===== src/rtl/input_cond_pkg.sv =====
// Shared types and defaults for the button input conditioner.
// Optional autorepeat is enabled with INPUT_COND_AUTOREPEAT_EN.
package input_cond_pkg;

  typedef enum logic [1:0] {
    RELEASED,
    PRESS_PEND,
    PRESSED,
    RELEASE_PEND
  } btn_state_t;

  localparam int DEF_NUM_CH       = 8;
  localparam int DEF_TICK_DIV     = 25200;
  localparam int DEF_DB_TICKS     = 5;
  localparam int DEF_REPEAT_DELAY = 400;
  localparam int DEF_REPEAT_RATE  = 100;

  function automatic int cnt_w(input int v);
    return (v < 1) ? 1 : $clog2(v + 1);
  endfunction

  function automatic int max2(input int a,
                              input int b);
    return (a > b) ? a : b;
  endfunction

endpackage


===== src/rtl/input_cond_ch.sv =====
// Per-channel debounce FSM with registered edge pulses.
// Autorepeat logic is built only with INPUT_COND_AUTOREPEAT_EN.
module input_cond_ch
  import input_cond_pkg::*;
#(
  parameter int DB_TICKS     = DEF_DB_TICKS,
  parameter int REPEAT_DELAY = DEF_REPEAT_DELAY,
  parameter int REPEAT_RATE  = DEF_REPEAT_RATE
) (
  input  logic clk_p,
  input  logic resetn,
  input  logic sync,
  input  logic tick,
  output logic level,
  output logic press,
  output logic rel,
  output logic rpt
);

  localparam int DW = cnt_w(DB_TICKS);

  btn_state_t    state;
  logic [DW-1:0] db_cnt;
  logic          db_done;

  assign db_done = tick &&
    (db_cnt == DW'(DB_TICKS - 1));

  always_ff @(posedge clk_p) begin
    if (!resetn) begin
      state  <= RELEASED;
      db_cnt <= '0;
      level  <= 1'b0;
      press  <= 1'b0;
      rel    <= 1'b0;
    end else begin
      press <= 1'b0;
      rel   <= 1'b0;
      unique case (state)
        RELEASED: begin
          if (sync) begin
            state  <= PRESS_PEND;
            db_cnt <= '0;
          end
        end
        PRESS_PEND: begin
          if (!sync) begin
            state <= RELEASED;
          end else if (db_done) begin
            state <= PRESSED;
            level <= 1'b1;
            press <= 1'b1;
          end else if (tick) begin
            db_cnt <= db_cnt + 1'b1;
          end
        end
        PRESSED: begin
          if (!sync) begin
            state  <= RELEASE_PEND;
            db_cnt <= '0;
          end
        end
        RELEASE_PEND: begin
          if (sync) begin
            state <= PRESSED;
          end else if (db_done) begin
            state <= RELEASED;
            level <= 1'b0;
            rel   <= 1'b1;
          end else if (tick) begin
            db_cnt <= db_cnt + 1'b1;
          end
        end
        default: state <= RELEASED;
      endcase
    end
  end

`ifdef INPUT_COND_AUTOREPEAT_EN
  localparam int RW =
    cnt_w(max2(REPEAT_DELAY, REPEAT_RATE));

  logic [RW-1:0] rep_cnt;
  logic [RW-1:0] rep_lim;
  logic          rep_run;
  logic          held;
  logic          entering;
  logic          leaving;

  assign held = (state == PRESSED) ||
                (state == RELEASE_PEND);
  assign entering = (state == PRESS_PEND) &&
                    sync && db_done;
  assign leaving = (state == RELEASE_PEND) &&
                   !sync && db_done;
  assign rep_lim = rep_run ?
    RW'(REPEAT_RATE - 1) :
    RW'(REPEAT_DELAY - 1);

  // First interval uses the delay, later ones the rate
  always_ff @(posedge clk_p) begin
    if (!resetn) begin
      rep_cnt <= '0;
      rep_run <= 1'b0;
      rpt     <= 1'b0;
    end else begin
      rpt <= 1'b0;
      if (entering) begin
        rep_cnt <= '0;
        rep_run <= 1'b0;
      end else if (held && tick && !leaving) begin
        if (rep_cnt == rep_lim) begin
          rpt     <= 1'b1;
          rep_cnt <= '0;
          rep_run <= 1'b1;
        end else if (rep_cnt != '1) begin
          rep_cnt <= rep_cnt + 1'b1;
        end
      end
    end
  end
`else
  assign rpt = 1'b0;
`endif

endmodule


===== src/rtl/input_conditioner.sv =====
// Button synchronisers, shared ms timebase and per-channel conditioners.
// Define INPUT_COND_AUTOREPEAT_EN to build the autorepeat outputs.
module input_conditioner
  import input_cond_pkg::*;
#(
  parameter int NUM_CH       = DEF_NUM_CH,
  parameter int TICK_DIV     = DEF_TICK_DIV,
  parameter int DB_TICKS     = DEF_DB_TICKS,
  parameter int REPEAT_DELAY = DEF_REPEAT_DELAY,
  parameter int REPEAT_RATE  = DEF_REPEAT_RATE
) (
  input  logic              clk_p,
  input  logic              resetn,
  input  logic [NUM_CH-1:0] raw_btn,
  output logic [NUM_CH-1:0] btn_level,
  output logic [NUM_CH-1:0] btn_press,
  output logic [NUM_CH-1:0] btn_release,
  output logic [NUM_CH-1:0] btn_repeat,
  output logic              any_press,
  output logic              tick
);

  localparam int TW = cnt_w(TICK_DIV - 1);

  logic [NUM_CH-1:0] meta;
  logic [NUM_CH-1:0] sync;
  logic [TW-1:0]     tick_cnt;

  assign tick = (tick_cnt == TW'(TICK_DIV - 1));

  always_ff @(posedge clk_p) begin
    if (!resetn) begin
      meta     <= '0;
      sync     <= '0;
      tick_cnt <= '0;
    end else begin
      meta     <= raw_btn;
      sync     <= meta;
      tick_cnt <= tick ? '0 : tick_cnt + 1'b1;
    end
  end

  for (genvar i = 0; i < NUM_CH; i++) begin : g_ch
    input_cond_ch #(
      .DB_TICKS     (DB_TICKS),
      .REPEAT_DELAY (REPEAT_DELAY),
      .REPEAT_RATE  (REPEAT_RATE)
    ) u_ch (
      .clk_p  (clk_p),
      .resetn (resetn),
      .sync   (sync[i]),
      .tick   (tick),
      .level  (btn_level[i]),
      .press  (btn_press[i]),
      .rel    (btn_release[i]),
      .rpt    (btn_repeat[i])
    );
  end

  assign any_press = |btn_press;

endmodule


===== config.mk =====
export PLATFORM = sky130hd
export DESIGN_NAME = input_conditioner
export DESIGN_NICKNAME = d
export VERILOG_FILES = /design/src/rtl/input_cond_pkg.sv /design/src/rtl/input_cond_ch.sv /design/src/rtl/input_conditioner.sv
export SDC_FILE = /design/constraint.sdc
export NUM_CORES = 1
export LEC_CHECK = 0
export CORE_ASPECT_RATIO = 1.5
export CORE_MARGIN = 10
export CORE_UTILIZATION = 57
export DETAILED_ROUTE_END_ITERATION = 16
export PLACE_DENSITY = 0.8
export SLEW_MARGIN = 20
export SYNTH_ARGS = -nofsm -noshare
export SYNTH_HDL_FRONTEND = slang
export SYNTH_SLANG_ARGS = --single-unit

===== constraint.sdc =====
create_clock -name clk_p -period 2 [get_ports clk_p]
set_input_delay 0.4 -clock clk_p [delete_from_list [all_inputs] [get_ports clk_p]]
set_output_delay 0.4 -clock clk_p [all_outputs]
set_load 0.005 [all_outputs]

==> flow_summary.ini <==
[clocking]
post_cts_buffers = 0
cts-root-buf = clkbuf_16
clk_latency_ns = 0.35
ctsHoldBuffers = 0
htreeDepth = 3
cts_sinks = 95
clock_path_buffers = 2
cts_inserted_buffers = 9
cts_tree = built
clkTransAtPathRegs_ns = 0.06

[synthesis]
ys_types = 43
synth_edf_count = 0
synth_async_sr_flop_share_pct = 0
ys_seq_area_share_pct = 42.0
synthFlopType = dfxtp_1
synth_cells = 510
yosys_warnings = 0
syn-cell-area_um2 = 4530
avgSynthCellArea_um2 = 8.89
ys_ff_latch = 95

[timing]
finalSetupViolCount = 0
finalMaxSlewViolations = 0
final.setup_skew_ns = 0.00733
layout_setup_ws_ns = 0.0942
period_share_pct = 95.3
fmax_mhz = 525
post-route-min-period_ns = 1.91
rsz0062_at_grt = no
final_hold_viol_count = 0
finalSetupTns_ns = 0

[pwr]
swShare_pct = 21.4
power_density_nw_per_um2 = 726
seqPwrFrac_pct = 52.3
p_int_mw = 2.92
combPwrFrac_pct = 3.3
ir_drop_mv = 0.488
switching_power_uw = 794
leakage_nw = 1.87
clkPwrFrac_pct = 44.4

[floorplan]
fp.dieW_um = 92.8
dieHeight_um = 129
io_pins = 44
die_area_um2 = 12000
start_util_pct = 58.8
rows = 39
core-area_um2 = 7710

[layout]
stdcell_count = 618
fillers = 663
layout_commonest_cell = dfxtp_1
most-common-layout-cells = 93 x dfxtp_1, 37 x nand3_1, 35 x nand2_1, 33 x inv_1, 32 x clkdlybuf4s50_1
area_growth_pct = 13.0
antenna_cells = 0
drive_above_1_share_pct = 7.36
layout.nets = 539
utilization_pct = 66.4

[global_route]
track_usage_pct = 16.9
grt_pass1_wl_um = 16700
grt_pass1_vias = 3557
antenna_found_initial = 0
grt_max_degree = 61
grt-ovfl-total = 0

[routing]
routed_wl_um = 9900
avgRoutedWirePerCell_um = 16.0
drt.antenna.violating_nets = 0
vias = 3580
viasPerCell = 5.79
drt_iter0_drc = 233
drtPass1Iterations = 4
drcViolationCount = 0

[run_status]
outcome = finished, final reports clean

[placement]
pre_cts_ws_ns = -0.0241
dp_hpwl_um = 6800
dp_cells = 603
gp_congestion = 0.778
port_buffers = 35

[worst_setup_path]
cp_slowest_stage_delay_ns = 0.37
cp.required_ns = 1.60
crit_chain = ha_4 -> and3_4 -> nand4_4 -> clkinv_2 -> dlygate4sd2_1
crit_path_start_kind = flop
critPathTopFamily = flip-flops
crit_slowest_cell = dfxtp_4
path_buf_inv = 2
crit_fanout = 4
cp-end-kind = output pin
crit_type = flop to output pin
worst_ep_arrival_time_ns = 1.51

[hold_path]
worstHoldPathType = flop to flop

[flow_run]
cap_violations = 0
==> final timing paths <==
check | startpoint | end | slack, ns | cells past startpoint
setup / recovery | tick_cnt[0] | tick | 0.09 | 5
hold / removal | meta[7] | sync[7] | 0.43 | 1
setup reg to reg | tick_cnt[0] | g_ch[3].u_ch.level | 0.12 | 7
hold reg to reg | meta[7] | sync[7] | 0.43 | 1
==> stage by stage <==
stage               total power [mW]  hold slack, ns  instance area, µm²
detailed placement              2.10           0.417                4780
CTS                             3.74           0.431                5120
finish                          3.72           0.431                5120
global placement                2.10           0.418                4780
global route                    3.82           0.439                5120
floorplan                       2.06           0.412                4560
==> cell type report <==
class / count / area [µm²] / share of cell area [%]
Clock inverter: 5 / 50.0 / 0.977
Multi-Input combinational cell: 327 / 2220 / 43.4
Tap cell: 102 / 128 / 2.49
Clock buffer: 10 / 229 / 4.47
Sequential cell: 95 / 1910 / 37.2
Timing Repair Buffer: 45 / 459 / 8.96
Inverter: 34 / 129 / 2.52
==> power groups by stage <==
stage	clock [mW]	combinational (mW)	sequential [mW]
after detailed placement	0	0.118	1.98
after floorplan	0	0.0949	1.97
final	1.65	0.122	1.94
after CTS	1.67	0.122	1.94
after global placement	0	0.113	1.98
after global routing	1.74	0.135	1.95
==> timing repair <==
| action | in CTS | in global routing |
|---|---|---|
| gates resized for setup | 13 | 1 |
| endpoints found under the setup margin | 3 | 1 |
| pin swaps | 2 | 1 |
==> sequential cells by signal (all words and copies together) (netlist names), named ones only <==
register,flops
g_ch.u_ch.db_cnt,24
tick_cnt,15
g_ch.u_ch.level,8
g_ch.u_ch.press,8
g_ch.u_ch.rel,8
g_ch.u_ch.state,8
meta,8
sync,8
==> per-layer routing <==
metal / GRT usage, % / vias to the layer above / part of all wire [%]
li1: - / 1782 / -
met1: 17.8 / 1729 / 41
met2: 31.0 / 56 / 54
met3: 3.64 / 13 / 3.3
met4: 8.20 / 0 / 1.9
met5: 0 / - / 0
==> cells in the mapped netlist, drive strengths merged, types with 16 or more instances <==
library cell / number / share of area [%]
dfxtp: 95 / 42
buf: 42 / 6.6
nand3: 37 / 4.1
nand2: 36 / 3.1
inv: 33 / 2.7
nor2: 31 / 2.6
and2: 22 / 3.0
nor4: 21 / 3.2
clkbuf: 19 / 1.6
o211ai: 19 / 3.1
xor2: 18 / 3.5
ha: 17 / 4.7
o311ai: 16 / 3.1
==> kinds of logic (layout without fill, tap and decap cells) <==
kind of cell	count (synthesis)	count (layout)	synth area share, %
mux	8	8	1.79
flops	95	95	42.0
buf+inv	95	94	11.0
other cells	1	8	0.0827
fa+ha+maj	17	17	4.69
compound gates	72	72	11.8
xor+xnor	28	28	5.41
simple gates	194	194	23.3
Note: power is estimated with default switching activity, not from simulation.
